<file path="src/rtl/dct_out_serializer.sv">
// dct_out_serializer
//   Output stage of the DCT datapath. On the first cycle out_en is seen high
//   it captures every coefficient from the CORDIC bank. The bank delivers
//   them in bit-reversed lane order. Each coefficient is rescaled with
//   round-half-up and saturated, then streamed in natural order (X0..X15).
//   A one-cycle out_f pulse follows the last transfer.
//
// Handshake: a sample moves downstream on every rising edge where
//   dout_valid and dout_ready are both 1. While dout_valid=1 and
//   dout_ready=0, dout, dout_idx and dout_last stay constant. dout_valid
//   never waits on dout_ready. Dropping out_en mid-stream withdraws
//   dout_valid on the next cycle.
//
// Ports:
//   clk, reset        clock; synchronous active-high reset
//   clr               synchronous soft clear, same effect as reset
//   out_en            output-phase level from the control FSM
//   coef_in           DCT_POINT signed lanes of IN_W bits; lane j = X[bitrev(j)]
//   dout, dout_idx    current scaled coefficient and its index k
//   dout_valid        dout/dout_idx/dout_last are valid
//   dout_last         marks k = DCT_POINT-1
//   dout_ready        downstream accepts the current sample
//   out_f             one-cycle pulse: whole block transferred
//   dbg_state         current FSM state (IDLE=0, STREAM=1, DONE=2, HOLD=3)
module dct_out_serializer #(
    parameter int DCT_POINT = 16,
    parameter int IDX_W     = 4,
    parameter int IN_W      = 18,
    parameter int OUT_W     = 16,
    parameter int SHIFT     = 2
) (
    input  logic                      clk,
    input  logic                      reset,
    input  logic                      clr,
    input  logic                      out_en,
    input  logic [DCT_POINT*IN_W-1:0] coef_in,
    output logic [OUT_W-1:0]          dout,
    output logic [IDX_W-1:0]          dout_idx,
    output logic                      dout_valid,
    output logic                      dout_last,
    input  logic                      dout_ready,
    output logic                      out_f,
    output logic [1:0]                dbg_state
);

    typedef enum logic [1:0] {
        IDLE   = 2'd0,
        STREAM = 2'd1,
        DONE   = 2'd2,
        HOLD   = 2'd3
    } state_t;

    localparam logic [IDX_W-1:0] LAST_IDX = IDX_W'(DCT_POINT - 1);

    // Rounding constant and saturation limits, all in IN_W+1 bits.
    localparam logic signed [IN_W:0] RND   = (IN_W+1)'(2 ** (SHIFT - 1));
    localparam logic signed [IN_W:0] MAX_V = (IN_W+1)'((2 ** (OUT_W - 1)) - 1);
    localparam logic signed [IN_W:0] MIN_V = -((IN_W+1)'(2 ** (OUT_W - 1)));

    state_t           state, state_nxt;
    logic [IDX_W-1:0] idx, idx_nxt;
    logic             capture;
    logic [IN_W-1:0]  coef_buf [DCT_POINT];

    logic [IN_W-1:0]  sel;
    logic signed [IN_W:0] sum_w;
    logic signed [IN_W:0] shr_w;

    function automatic logic [IDX_W-1:0] bit_rev(input logic [IDX_W-1:0] v);
        logic [IDX_W-1:0] r;
        for (int i = 0; i < IDX_W; i++) begin
            r[i] = v[IDX_W-1-i];
        end
        return r;
    endfunction

    // State, index and coefficient buffer.
    always_ff @(posedge clk) begin
        if (reset || clr) begin
            state <= IDLE;
            idx   <= '0;
            for (int j = 0; j < DCT_POINT; j++) begin
                coef_buf[j] <= '0;
            end
        end else begin
            state <= state_nxt;
            idx   <= idx_nxt;
            if (capture) begin
                for (int j = 0; j < DCT_POINT; j++) begin
                    coef_buf[j] <= coef_in[j*IN_W +: IN_W];
                end
            end
        end
    end

    // Next-state and control outputs.
    always_comb begin
        state_nxt  = state;
        idx_nxt    = idx;
        capture    = 1'b0;
        dout_valid = 1'b0;
        dout_last  = 1'b0;
        out_f      = 1'b0;
        case (state)
            IDLE: begin
                if (out_en) begin
                    capture   = 1'b1;
                    idx_nxt   = '0;
                    state_nxt = STREAM;
                end
            end
            STREAM: begin
                dout_valid = 1'b1;
                dout_last  = (idx == LAST_IDX);
                if (!out_en) begin
                    // Abort takes priority over any handshake in this cycle.
                    state_nxt = IDLE;
                end else if (dout_ready) begin
                    if (idx == LAST_IDX) begin
                        state_nxt = DONE;
                    end else begin
                        idx_nxt = idx + 1'b1;
                    end
                end
            end
            DONE: begin
                out_f     = 1'b1;
                state_nxt = HOLD;
            end
            HOLD: begin
                // Block recapture until the control FSM drops out_en.
                if (!out_en) begin
                    state_nxt = IDLE;
                end
            end
            default: state_nxt = IDLE;
        endcase
    end

    // Coefficient k lives in lane bitrev(k). dout depends only on the buffer
    // and idx, so it is stable whenever idx holds.
    always_comb begin
        sel   = coef_buf[bit_rev(idx)];
        sum_w = $signed({sel[IN_W-1], sel}) + RND;
        shr_w = sum_w >>> SHIFT;
        if (shr_w > MAX_V) begin
            dout = MAX_V[OUT_W-1:0];
        end else if (shr_w < MIN_V) begin
            dout = MIN_V[OUT_W-1:0];
        end else begin
            dout = shr_w[OUT_W-1:0];
        end
    end

    assign dout_idx  = idx;
    assign dbg_state = state;

endmodule

</file>
<file path="config.mk">
export PLATFORM = sky130hd
export DESIGN_NAME = dct_out_serializer
export DESIGN_NICKNAME = d
export VERILOG_FILES = /design/src/rtl/dct_out_serializer.sv
export SDC_FILE = /design/constraint.sdc
export NUM_CORES = 1
export LEC_CHECK = 0
export CORE_MARGIN = 8
export CORE_UTILIZATION = 32
export CTS_BUF_LIST = sky130_fd_sc_hd__clkbuf_2
export DETAILED_ROUTE_END_ITERATION = 10
export GPL_TIMING_DRIVEN = 0
export SLEW_MARGIN = 25
export SYNTH_ARGS = -nofsm -noshare
export SYNTH_HDL_FRONTEND = slang
export SYNTH_SLANG_ARGS = --single-unit
export TNS_END_PERCENT = 100
</file>
<file path="constraint.sdc">
create_clock -name clk -period 22.5 [get_ports clk]
set_input_delay 3.375 -clock clk [delete_from_list [all_inputs] [get_ports clk]]
set_output_delay 3.375 -clock clk [all_outputs]
set_load 0.005 [all_outputs]
</file>
==> out/summary.json <==
{
  "worstPathRequired": {"value": 19.12, "unit": "ns"},
  "final_nets": {"value": 1515},
  "final_util": {"value": 43.26, "unit": "%"},
  "drv.max_cap_violation_count": {"value": 0},
  "maxSlewHeadroom": {"value": 37.62, "unit": "%"},
  "post_detailed_route_drc_marker_count": {"value": 0},
  "critical_path.max_stage_delay": {"value": 0.77, "unit": "ns"},
  "hold-worst-slack": {"value": 0.5825, "unit": "ns"},
  "timing.clock.skew": {"value": 0.02668, "unit": "ns"},
  "regToRegSetupSlack": {"value": 19.67, "unit": "ns"},
  "numClockSinks": {"value": 282},
  "timing.reg2reg.worst_path_depth": {"value": 5},
  "ys_warn_count": {"value": 0},
  "ys_ff_latch": {"value": 282},
  "critPathLaunchType": {"value": "register"},
  "dpl_cell_area": {"value": 0.01690, "unit": "mm²"},
  "initial_core_util": {"value": 32.20, "unit": "%"},
  "clock_insertion_delay_worst_skew": {"value": 0.92, "unit": "ns"},
  "antenna_found_initial": {"value": 7},
  "post-route-period-util": {"value": 36.76, "unit": "%"},
  "cts.htree.levels": {"value": 3},
  "num_vias": {"value": 8614},
  "seq_area": {"value": 0.008368, "unit": "mm²"},
  "drt_pre_antenna_iters": {"value": 5},
  "tightestPinTransition": {"value": 0.9322, "unit": "ns"},
  "sequential_cell_area_fraction_in_the_yosys_report": {"value": 63.93, "unit": "%"},
  "mappedNetlistNets": {"value": 1130},
  "timing.critical_path.max_delay_family": {"value": "simple AND/OR/NAND/NOR gates"},
  "whs_path_depth": {"value": 2},
  "grt.overflow.total": {"value": 0},
  "synth-async-reset-ratio": {"value": 0, "unit": "%"},
  "critical_path_class": {"value": "reg -> out"},
  "cts_setup_buffers": {"value": 0},
  "ys_types": {"value": 52},
  "drt-initial-drc-count": {"value": 724},
  "route.layer.met1.wl": {"value": 19.06, "unit": "mm"},
  "crit_fanout": {"value": 10},
  "timing.fmax": {"value": 120.9, "unit": "MHz"},
  "layout_common_cells": {"value": "301 x clkdlybuf4s50_1, 276 x and2_1, 272 x edfxtp_1"},
  "grt_pass1_wl": {"value": 62.35, "unit": "mm"},
  "die-height": {"value": 218.3, "unit": "µm"},
  "grtUsageTotal": {"value": 18.43, "unit": "%"},
  "setup.worst_path.end_class": {"value": "output port"},
  "cts_tree": {"value": "yes"},
  "dieArea": {"value": 0.04764, "unit": "mm²"},
  "hpwlAfterDp": {"value": 32.56, "unit": "mm"},
  "clockBufferDepth": {"value": 3},
  "route.detailed.vias_per_inst": {"value": 4.754},
  "syn-mean-instance-area": {"value": 15.68, "unit": "µm²"},
  "ios": {"value": 318},
  "cellPowerDensity": {"value": 61.95, "unit": "mW/mm²"},
  "postRouteAntennaNets": {"value": 0},
  "hold_viol": {"value": 0},
  "grt_setup_unrepaired": {"value": "no"},
  "synth_top_flop_cell": {"value": "edfxtp_1"},
  "timing.setup.tns": {"value": 0, "unit": "ns"},
  "place.gp.congestion": {"value": 0.7969},
  "post_synthesis_instance_total": {"value": 835},
  "numCtsBuffers": {"value": 77},
  "post_syn_area": {"value": 0.01309, "unit": "mm²"},
  "floorplan.rows": {"value": 74},
  "fp.dieW": {"value": 218.3, "unit": "µm"},
  "hold_buffers": {"value": 0},
  "final_design_area_no_fill": {"value": 0.01758, "unit": "mm²"},
  "share_of_layout_cells_above_drive_strength_1": {"value": 18.54, "unit": "%"},
  "final_common_cell": {"value": "clkdlybuf4s50_1"},
  "wire_per_inst": {"value": 24.45, "unit": "µm"},
  "n_fill_cell": {"value": 3754},
  "hold_class": {"value": "reg -> reg"},
  "core_area": {"value": 0.04065, "unit": "mm²"},
  "synth_enable_flop_cells": {"value": 272},
  "finalSetupViolCount": {"value": 0},
  "multi_input_area": {"value": 0.004392, "unit": "mm²"},
  "grt_max_degree": {"value": 56},
  "cp_num_buf_inv": {"value": 4},
  "critPathArrivalTime": {"value": 4.89, "unit": "ns"},
  "irDropWorstVdd": {"value": 0.00002173, "unit": "V"},
  "worst_path_max_delay_cell": {"value": "nor2_1"},
  "destination_of_the_worst_register_to_register_timing_path": {"value": "coef_buf[3][7]"},
  "area_growth": {"value": 34.33, "unit": "%"},
  "port_buffers": {"value": 301},
  "fin_crit": {"value": 8.270, "unit": "ns"},
  "outcome": {"value": "finished, final reports clean"},
  "maxSlewViolCount": {"value": 0},
  "detail_route_met2_wl": {"value": 21.22, "unit": "mm"},
  "wl_met3": {"value": 2.994, "unit": "mm"},
  "clock-root-buffer": {"value": "clkbuf_2"},
  "path_clk_slew": {"value": 0.10, "unit": "ns"},
  "routed.top_layer": {"value": "met5"},
  "first_global_vias": {"value": 9449},
  "post_cts_resize_count": {"value": 0},
  "postRouteWirelength": {"value": 44.30, "unit": "mm"},
  "power.leakage": {"value": 6.747, "unit": "nW"},
  "critical_path.cell_chain": {"value": "buf_4, buf_2, nor2_1, a22oi_1, nand2_1, nand4_1, nor4_2, nand3b_4, buf_6, o21ai_2, clkdlybuf4s50_1"}
}
==> metrics by stage <==
| step | cells | power, mW | setup WS, ns |
|---|---|---|---|
| 3_5_place_dp | 1673 | 0.7435 | 15.19 |
| 2_1_floorplan | 835 | 0.6685 | 12.14 |
| 6_report | 1812 | 1.089 | 14.23 |
| 3_3_place_gp | 1668 | 0.7479 | 8.567 |
| 5_1_grt | 1806 | 1.141 | 13.94 |
| 4_1_cts | 1805 | 1.107 | 14.13 |
==> how the worst max path moves through the flow <==
stage | from | end | slack, ns | cells past startpoint
6_report | register | dout[13] | 14.23 | 11
5_1_grt | register | dout[13] | 13.94 | 11
4_1_cts | register | dout[13] | 14.13 | 11
3_5_place_dp | register | dout[13] | 15.19 | 11
3_3_place_gp | clr | coef_buf[0][10] | 8.57 | 4
2_1_floorplan | clr | coef_buf[0][10] | 12.14 | 3
==> metal layers <==
| layer | GRT usage [%] | vias up |
|---|---|---|
| li1 | - | 3939 |
| met1 | 23.72 | 4265 |
| met2 | 29.81 | 349 |
| met3 | 4.825 | 57 |
| met4 | 6.494 | 4 |
| met5 | 0 | - |
==> cell families after synthesis <==
family | after synthesis | synth area share (%)
and+or+nand+nor | 360 | 16.96
AOI/OAI and AO/OA | 44 | 2.609
DFF | 282 | 63.93
adders and majority gates | 2 | 0.1911
muxes | 77 | 12.78
buffers and inverters | 56 | 2.600
xor gates and xnor gates | 14 | 0.9367
==> area by class of cell <==
class	instances	share of cell area, %
inverters	4	0.08538
clock inverters	20	0.5977
diodes	7	0.09962
clock buffers	112	3.188
repair buffers	306	17.83
well taps	532	3.785
flip-flops and latches	282	47.59
multi-input cells	497	24.98
plain buffers	52	1.850
==> sequential cells by signal, summed over array words and instances, names as in the netlist, named ones only <==
name,count
coef_buf,272
dbg_state,1
dout_idx,4
==> Yosys cell counts, types with 3 or more instances <==
| cell | count | area share [%] |
|---|---|---|
| a21oi_1 | 4 | 0.15 |
| a22oi_1 | 17 | 0.97 |
| a31oi_1 | 3 | 0.14 |
| and2_1 | 276 | 13 |
| and3_1 | 3 | 0.14 |
| buf_12 | 3 | 0.46 |
| buf_2 | 8 | 0.31 |
| buf_6 | 4 | 0.34 |
| buf_8 | 3 | 0.34 |
| clkbuf_1 | 32 | 0.92 |
| dfxtp_1 | 10 | 1.5 |
| edfxtp_1 | 272 | 62 |
| mux2i_1 | 7 | 0.54 |
| mux4_1 | 7 | 1.4 |
| mux4_2 | 63 | 11 |
| nand2_1 | 17 | 0.49 |
| nand2_2 | 7 | 0.33 |
| nand3_1 | 10 | 0.38 |
| nand4_1 | 5 | 0.24 |
| nor2_1 | 14 | 0.40 |
| nor2b_1 | 9 | 0.43 |
| o21ai_1 | 4 | 0.15 |
| o21ai_2 | 4 | 0.27 |
| xnor2_1 | 6 | 0.40 |
| xor2_1 | 8 | 0.54 |
==> worst reg2reg max path, cell delays in order (launching register included) <==
cell and delay [ns]:
dfxtp_1 0.36, or3b_2 0.53, nor2_2 0.57, clkbuf_1 0.34
clkbuf_1 0.66, and2_1 0.22
==> power by group <==
group / total [mW] / switching, mW / internal, mW
logic: 0.115 / 0.0457 / 0.0691
clock network: 0.360 / 0.216 / 0.143
registers: 0.615 / 0.00759 / 0.607
Power figures use the tool's default switching activity.
